File: src/rtl/keypad_scan_controller.sv
// keypad_scan_controller
// Scans a 4x4 matrix keypad one column at a time and debounces both press
// and release. Emits a single-cycle strobe carrying the hex code of each
// accepted key. While a key is tracked, its column stays driven.
module keypad_scan_controller #(
  parameter int SCAN_COUNT     = 192000,
  parameter int DEBOUNCE_COUNT = 960000
) (
  input  logic       clk,
  input  logic       reset,
  input  logic [3:0] keypad_hori,
  output logic [3:0] keypad_vert,
  output logic [3:0] key_code,
  output logic       key_valid,
  output logic       key_held
);

  localparam int MAXC = (SCAN_COUNT > DEBOUNCE_COUNT) ? SCAN_COUNT : DEBOUNCE_COUNT;
  localparam int CW   = (MAXC > 1) ? $clog2(MAXC) : 1;

  localparam logic [CW-1:0] CNT_ONE    = CW'(1);
  localparam logic [CW-1:0] SCAN_LAST  = CW'(SCAN_COUNT - 1);
  localparam logic [CW-1:0] PRESS_LAST = CW'(DEBOUNCE_COUNT - 1);
  // The HELD cycle that first sees the row high counts as one stable
  // sample, so DB_REL needs one fewer.
  localparam logic [CW-1:0] REL_LAST   = CW'(DEBOUNCE_COUNT - 2);

  typedef enum logic [1:0] {
    ST_SCAN     = 2'd0,
    ST_DB_PRESS = 2'd1,
    ST_HELD     = 2'd2,
    ST_DB_REL   = 2'd3
  } state_t;

  logic [3:0]    r_sync1;
  logic [3:0]    r_sync2;
  state_t        r_state;
  logic [1:0]    r_col;
  logic [1:0]    r_row;
  logic [CW-1:0] r_cnt;
  logic [3:0]    r_code;
  logic          r_valid;
  logic          r_held;

  state_t        w_state_next;
  logic [1:0]    w_col_next;
  logic [1:0]    w_row_next;
  logic [CW-1:0] w_cnt_next;
  logic [3:0]    w_code_next;
  logic          w_valid_next;
  logic          w_held_next;

  logic          w_one_low;
  logic [1:0]    w_hit_row;
  logic [3:0]    w_pattern;
  logic          w_row_high;

  // Row/column to hex code lookup.
  function automatic logic [3:0] map_key(input logic [1:0] row, input logic [1:0] col);
    logic [3:0] code;
    case ({row, col})
      4'h0: code = 4'h1;  4'h1: code = 4'h2;  4'h2: code = 4'h3;  4'h3: code = 4'hA;
      4'h4: code = 4'h4;  4'h5: code = 4'h5;  4'h6: code = 4'h6;  4'h7: code = 4'hB;
      4'h8: code = 4'h7;  4'h9: code = 4'h8;  4'hA: code = 4'h9;  4'hB: code = 4'hC;
      4'hC: code = 4'hE;  4'hD: code = 4'h0;  4'hE: code = 4'hF;  default: code = 4'hD;
    endcase
    return code;
  endfunction

  // Two-flop synchronizer for the asynchronous row rails.
  always_ff @(posedge clk or negedge reset) begin
    if (!reset) begin
      r_sync1 <= 4'hF;
      r_sync2 <= 4'hF;
    end else begin
      r_sync1 <= keypad_hori;
      r_sync2 <= r_sync1;
    end
  end

  // Decode the synced rows: exactly-one-low detection and latched-row views.
  always_comb begin
    w_one_low = 1'b1;
    w_hit_row = 2'd0;
    case (r_sync2)
      4'b1110: w_hit_row = 2'd0;
      4'b1101: w_hit_row = 2'd1;
      4'b1011: w_hit_row = 2'd2;
      4'b0111: w_hit_row = 2'd3;
      default: w_one_low = 1'b0;
    endcase
    w_pattern  = ~(4'b0001 << r_row);
    w_row_high = r_sync2[r_row];
  end

  // State register.
  always_ff @(posedge clk or negedge reset) begin
    if (!reset) begin
      r_state <= ST_SCAN;
      r_col   <= 2'd0;
      r_row   <= 2'd0;
      r_cnt   <= '0;
      r_code  <= 4'h0;
      r_valid <= 1'b0;
      r_held  <= 1'b0;
    end else begin
      r_state <= w_state_next;
      r_col   <= w_col_next;
      r_row   <= w_row_next;
      r_cnt   <= w_cnt_next;
      r_code  <= w_code_next;
      r_valid <= w_valid_next;
      r_held  <= w_held_next;
    end
  end

  // Next-state logic: scan dwell, press debounce, hold, release debounce.
  always_comb begin
    w_state_next = r_state;
    w_col_next   = r_col;
    w_row_next   = r_row;
    w_cnt_next   = r_cnt;
    w_code_next  = r_code;
    w_valid_next = 1'b0;
    w_held_next  = r_held;
    case (r_state)
      ST_SCAN: begin
        if (r_cnt == SCAN_LAST) begin
          w_cnt_next = '0;
          if (w_one_low) begin
            w_row_next   = w_hit_row;
            w_state_next = ST_DB_PRESS;
          end else begin
            w_col_next = r_col + 2'd1;
          end
        end else begin
          w_cnt_next = r_cnt + CNT_ONE;
        end
      end
      ST_DB_PRESS: begin
        if (r_sync2 != w_pattern) begin
          w_state_next = ST_SCAN;
          w_col_next   = r_col + 2'd1;
          w_cnt_next   = '0;
        end else if (r_cnt == PRESS_LAST) begin
          w_state_next = ST_HELD;
          w_valid_next = 1'b1;
          w_code_next  = map_key(r_row, r_col);
          w_held_next  = 1'b1;
          w_cnt_next   = '0;
        end else begin
          w_cnt_next = r_cnt + CNT_ONE;
        end
      end
      ST_HELD: begin
        if (w_row_high) begin
          w_cnt_next   = '0;
          w_state_next = ST_DB_REL;
        end
      end
      ST_DB_REL: begin
        if (!w_row_high) begin
          w_state_next = ST_HELD;
        end else if (r_cnt == REL_LAST) begin
          w_held_next  = 1'b0;
          w_col_next   = r_col + 2'd1;
          w_state_next = ST_SCAN;
          w_cnt_next   = '0;
        end else begin
          w_cnt_next = r_cnt + CNT_ONE;
        end
      end
      default: w_state_next = ST_SCAN;
    endcase
  end

  // Outputs: active-low one-hot column drive plus registered key outputs.
  always_comb begin
    keypad_vert = ~(4'b0001 << r_col);
    key_code    = r_code;
    key_valid   = r_valid;
    key_held    = r_held;
  end

endmodule

File: config.mk
export PLATFORM = sky130hd
export DESIGN_NAME = keypad_scan_controller
export DESIGN_NICKNAME = d
export VERILOG_FILES = /design/src/rtl/keypad_scan_controller.sv
export SDC_FILE = /design/constraint.sdc
export NUM_CORES = 1
export LEC_CHECK = 0
export ABC_AREA = 1
export CELL_PAD_IN_SITES_DETAIL_PLACEMENT = 1
export CELL_PAD_IN_SITES_GLOBAL_PLACEMENT = 2
export CORE_MARGIN = 4
export CORE_UTILIZATION = 29
export CTS_CLUSTER_DIAMETER = 200
export DETAILED_ROUTE_END_ITERATION = 10
export PLACE_DENSITY_LB_ADDON = 0.1
export SLEW_MARGIN = 10
export SYNTH_ARGS = -nofsm -noshare
export SYNTH_HDL_FRONTEND = slang
export SYNTH_SLANG_ARGS = --single-unit
File: constraint.sdc
create_clock -name clk -period 1.4 [get_ports clk]
set_input_delay 0.28 -clock clk [delete_from_list [all_inputs] [get_ports clk]]
set_output_delay 0.28 -clock clk [all_outputs]
set_load 0.1 [all_outputs]
==> Word-level counts from Yosys, hierarchy flattened <==
Memory sizes are Yosys's and may differ from the RTL's. A register that Yosys moved wholly into a read port is not among the register bits.
Cells that the tools add are included.
Widths: inputs -> output; s select.
{ "word_totals": {"ff_bits": 36, "mem_bits_ro": 64, "in_bits": 6, "out_inout_bits": 10, "word_cells": 83, "mem_count": 1} }
{ "memory_table": {"columns": ["name", "depth", "width", "read_ports", "rd_clocked_by_memory_dff", "wr", "line_no", "text"], "rows": [
  ["(name not given)", 16, 4, 1, 1, 0, "61", "case ({row, col})"]
]} }
{ "op_classes": {"addsub": 2, "n_lt_le_gt_ge": 1, "n_eq_ne": 22, "shifts": 2, "n_mux": 33, "bitwise_logic": 3, "n_reduce_logical": 11} }
{ "op_table": {"columns": ["operator", "count"], "rows": [
  ["$mux 20", 6],
  ["$pmux 20 s4", 1],
  ["$eq 20x20->1 const B", 2],
  ["$mux 2", 12],
  ["$add 20x1->20 const B", 1],
  ["$eq 20x18->1 const B", 1],
  ["$ne 2x2->1 const B", 9],
  ["$eq 4x4->1 const B", 3],
  ["$pmux 2 s3", 2],
  ["$reduce_and 5->1", 2],
  ["$mux 1", 9],
  ["$not 4->4", 2],
  ["$pmux 2 s4", 1],
  ["$shl 1x2->4 const A", 2],
  ["$ne 3x3->1 const B", 2],
  ["$reduce_and 3->1", 2],
  ["$reduce_and 6->1", 1],
  ["$eq 2x2->1 const B", 2],
  ["$eq 4x3->1 const B", 1],
  ["$ne 4x4->1", 1],
  ["$reduce_or 4->1", 1],
  ["$lt 2x3->1 const B", 1],
  ["$reduce_bool 3->1", 1],
  ["$add 2x1->2 const B", 1],
  ["other kinds (8)", 8]
]} }

==> Logic depth before layout (Yosys ltp) <==
Gate-level depths: netlist of the first run.
{ "logic_depth": {"depth_word": 6, "ltp_mapped": 13, "ltp_nobuf": 12} }

==> Least setup slack after synthesis of the first run <==
No wires, ideal clock.
{ "synth_timing": {"path_kind": "register to output", "start": "reg r_col[0]", "end": "out keypad_vert[0]", "arrival_ns": 1.310, "required_time_ns": 1.120, "slack_ns": -0.190, "path_stages_with_launch": 4, "path_buffers": 0, "cell_sequence": "dfrtp_1 inv_1 ha_1 inv_1"} }
{ "synth_between": {"elab_chain_len": 2} }
{ "synth_lines": {"columns": ["element", "line_no", "text"], "rows": [
  ["start: declaration", "38", "logic [1:0] r_col;"],
  ["start signal: assignment", "108", "r_col <= w_col_next;"],
  ["$shl 1x2->4", "179", "keypad_vert = ~(4'b0001 << r_col);"],
  ["$not 4->4", "179", null],
  ["end: declaration", "12", "output logic [3:0] keypad_vert,"]
]} }
Every way passes these cells.

==> Worst setup path after layout of the first run <==
{ "layout_timing": {"start": "reg r_sync2[1]", "end": "reg r_cnt[11]"} }
{ "layout_between": {"elab_chain_len": 4, "elab_cells_between_ends": 8, "classes_between": "eq/ne: 3; mux: 4; reduce/logical: 1"} }
{ "layout_lines": {"columns": ["element", "line_no", "text"], "rows": [
  ["start: declaration", "36", "logic [3:0] r_sync2;"],
  ["start signal: assignment", "77", "r_sync2 <= r_sync1;"],
  ["$bmux 1 s2", "93", "w_row_high = r_sync2[r_row];"],
  ["$mux 1 (implied by the code)", "93", null],
  ["$ne 2x2->1 (no source line)", null, null],
  ["$reduce_and 2->1 (no source line)", null, null],
  ["end signal: assignment", "110", "r_cnt <= w_cnt_next;"],
  ["end: declaration", "40", "logic [CW-1:0] r_cnt;"]
]} }
Several ways; a longest one is shown, not always the timed one. The select of a mux whose other input is x is not followed.
A chain may end at the register's enable or synchronous reset.

==> results of run 1 <==
## Yosys cell counts, types with 2 or more instances
master / instances
nand2_1: 76
nor2_1: 51
inv_1: 43
dfrtp_1: 32
nand3_1: 22
o21ai_0: 12
dfstp_2: 8
ha_1: 8
xor2_1: 8
nand4_1: 6
nor3_1: 6
a21oi_1: 5
nand2_2: 4
o22ai_1: 4
nor2_2: 3
buf_6: 2
nand3b_1: 2
## path summary, 6_finish.rpt
kind	from	end	slack (ns)
max in group asynchronous	reset	r_sync2[2]	0.65
min reg2reg	r_sync1[0]	r_sync2[0]	0.36
max reg2reg	r_sync2[1]	r_cnt[11]	-0.17
min	r_sync1[0]	r_sync2[0]	0.36
min in group asynchronous	reset	r_cnt[8]	0.49
max	r_sync2[1]	r_cnt[11]	-0.17
## final cells by class
| class | count | area [µm²] | share of cell area [%] |
|---|---|---|---|
| Clock buffer | 6 | 72.6 | 1.84 |
| Multi-Input combinational cell | 217 | 1580 | 40.0 |
| Tap cell | 102 | 128 | 3.24 |
| Inverter | 45 | 190 | 4.82 |
| Sequential cell | 40 | 1010 | 25.7 |
| Timing Repair Buffer | 98 | 930 | 23.6 |
| Clock inverter | 2 | 35.0 | 0.888 |
## metrics by stage
step | hold WS (ns) | instances | worst slack (ns)
floorplan | -0.0156 | 305 | -0.0568
global placement | 0.270 | 482 | -0.241
detailed placement | 0.272 | 482 | -0.258
CTS | 0.359 | 504 | -0.190
global route | 0.363 | 510 | -0.290
finish | 0.358 | 510 | -0.170
## per-layer routing
metal / share of wire [%] / vias to the layer above / global-route usage [%] / wire length [µm]
met2: 55 / 12 / 27.4 / 3730
met1: 42 / 1112 / 18.0 / 2830
met5: 0 / - / 0 / 0
li1: - / 1162 / - / -
met4: 0.88 / 0 / 3.89 / 59
met3: 1.8 / 6 / 2.81 / 118
## layout by cell type, fill, tap and decap left out, types with 4 or more instances in the layout
master / n
buf_12: 12
buf_4: 71
buf_6: 9
clkbuf_8: 5
clkdlybuf4s50_1: 4
clkinvlp_4: 4
dfrtp_1: 30
dfstp_2: 8
ha_4: 4
inv_1: 28
inv_2: 10
nand2_1: 51
nand2_2: 18
nand2_4: 11
nand3_1: 8
nand3_2: 12
nand4_1: 6
nor2_1: 31
nor2_2: 10
nor2_4: 13
o21ai_0: 5
o21ai_1: 6
xor2_1: 7
## flip-flops by register name (all words and copies together), names as in the netlist
name and cells:
r_cnt 20, r_state 2, key_code 4, r_row 2, key_held 1, key_valid 1
r_sync1 4, r_sync2 4, r_col 2
## worst reg2reg max path: cells and delay by family, from the launching register on
kind | cells | cell delay [ns]
compound gates | 1 | 0.06
buf+inv | 1 | 0.13
flops | 1 | 0.59
simple gates | 7 | 0.72
## cells by family (layout without fill, tap and decap cells)
group                    count (synthesis)  in the layout  share of synthesized area, %
AND/OR/NAND/NOR                        175            175                          33.6
buffers and inverters                   48            151                          8.71
flip-flops                              40             40                          44.0
AO/OA/AOI/OAI                           25             25                          5.93
XOR/XNOR                                 9              9                          3.43
adder cells (fa/ha/maj)                  8              8                          4.36
## where the power goes
| part | switching (mW) | total (mW) | internal [mW] | leakage (nW) |
|---|---|---|---|---|
| clock | 0.424 | 0.954 | 0.530 | 0.0552 |
| combinational | 0.0701 | 0.128 | 0.0577 | 1.26 |
| sequential | 0.0108 | 1.19 | 1.18 | 0.514 |
| total | 0.505 | 2.27 | 1.76 | 1.83 |
## what timing repair did
action | in CTS | in global routing
setup buffers | 13 | 6
resized for setup | 73 | 58
pin swaps | 31 | 27
hold buffers | 1 | 0
endpoints found under the setup margin | 36 | 36
endpoints found under the hold margin | 32 | 0
==> summary.md, run 1 <==
| Metric | Value |
|---|---|
| CORE AREA | 7730 µm² |
| Fin area | 3950 µm² |
| Die ar. | 9410 µm² |
| Pwr dens | between 500 and 600 nW/µm² |
| Crit path time final | 1.57 ns |
| Syn Std Cell Area | 2300 µm² |
| Hpwl dp | between 4000 and 5000 µm |
| Worst EP arrival | approximately 1.8 ns |
| PortBufs | 15 |
| Post-synth EDFFs | 0 |
| GRT overflow | 0 |
| FP Rows | 32 |
| Synth top area cells | dfrtp_1 (35%), nand2_1 (12%), dfstp_2 (9.1%) |
| Total GRT Usage | 15.0% |
| Hold WC Path Type | register to register |
| Mean Syn Cell Area | 7.54 µm² |
| Violated checks | setup timing |
| CTS tree | built |
| Initial antenna violation count | 0 |
| Crit Path Category | register to register |
| Hold-critical path depth | 0 |
| Post-synth top area share | a little over a third |
| Unrepaired setup endpoints after global routing | yes |
| Ys async rst share | 100% |
| CP bufs+invs | 1 |
| Total CTS buffers | 5 |
| DRT antenna net count | 0 |
| Vias in the first global route | 2485 |
| Layout cells sized above 1 | 52.7% |
| Max Slew Vio Count | 0 |
| Nets@finish | 421 |
| FMAX | 637 MHz |
| Crit. End Element | register |
| GPL Wtd Cong | approximately 0.75 |
| Die Y | 97.0 µm |
| Max Clock Skew | 0.00678 ns |
| Final period util | 112% |
| Post-synthesis sequential area ratio | 44.0% |
| Cells along the critical path | nand2_2 -> nand3_2 -> nand2_4 -> nand2_8 -> nand2_4 -> nor2_4 -> buf_4 -> o22ai_2 -> nor2_1 |
| Num ports | 16 |
| CP top delay family | simple AND/OR/NAND/NOR gates |
| Worst R2R Path Depth | 9 |
| Leakage power total | 1.83 nW |
| CP peak stage delay | between 0.5 and 0.6 ns |
| Post-synth top flop | dfrtp_1 |
| Cells after synthesis | 305 |
| Initial core utilization | between 20% and 30% |
| Largest net degree at the start of global routing | 41 |
| Synthesis Warnings | 0 |
| Cell count along the critical path | 9 |
| Area after DPL | ~3200 µm² |
| Die W | slightly below 100 µm |
| Clock transition at path regs | roughly 0.080 ns |
| Fillers | around 920 |
| Max stage delay cell, worst path | dfstp_2 |
| Setup tns final | -4.43 ns |
| Final setup margin | -0.170 ns |
| Area leader, netlist | dfrtp_1 |
| WL/cell | 13.2 µm |
| Total Wirelength | 6740 µm |
| Clock sinks | 40 |
| Total power | 2.27 mW |
| Setup violators final | 36 |
| Post-Syn Nets | roughly 320 |
| DRC | 0 |
| Number of synthesized register bits | 40 |
| Hold Vio Cnt, Final | 0 |
| Number of DRC markers in iteration 0 | 63 |
| CP required | about 1.6 ns |
| VDD IR max | 0.000345 V |
| Core Util, Final | 51.1% |
| Clk_lat worst skew | around 0.3 ns |
| Antenna cells | 0 |
| CP most frequent cell | nand2_4 |
| MaxCap Viol Count | 0 |
| Synth cell types | 30 |
| Least-Margin Pin Slew | 0.307 ns |
| 1st-pass router iterations | 4 |
| Startpoint Class | register |
| Vias | 2292 |
| DR vias/cell | roughly 4.5 |
| CTS HTree Levels | 2 |
| Status | finished, violations left |
| CP Max Fanout | 7 |
| Slew margin rel. | between 70% and 80% |
| Clock buffer depth | 2 |
| Area growth syn-to-layout | 71.6% |
| Root Buffer | clkbuf_8 |
| First-pass GRT wire length | 11600 µm |
No activity file was read; power rests on OpenSTA's default activity.
==> run 2, diff against run 1 <==
--- a/config.mk
+++ b/config.mk
@@ -12,6 +12,7 @@
 export CORE_UTILIZATION = 29
 export CTS_CLUSTER_DIAMETER = 200
 export DETAILED_ROUTE_END_ITERATION = 10
+export GPL_ROUTABILITY_DRIVEN = 0
 export PLACE_DENSITY_LB_ADDON = 0.1
 export SLEW_MARGIN = 10
 export SYNTH_ARGS = -nofsm -noshare
==> results of run 2 <==
Same layout as run 1: the final DEF is identical, and so are final timing and power.
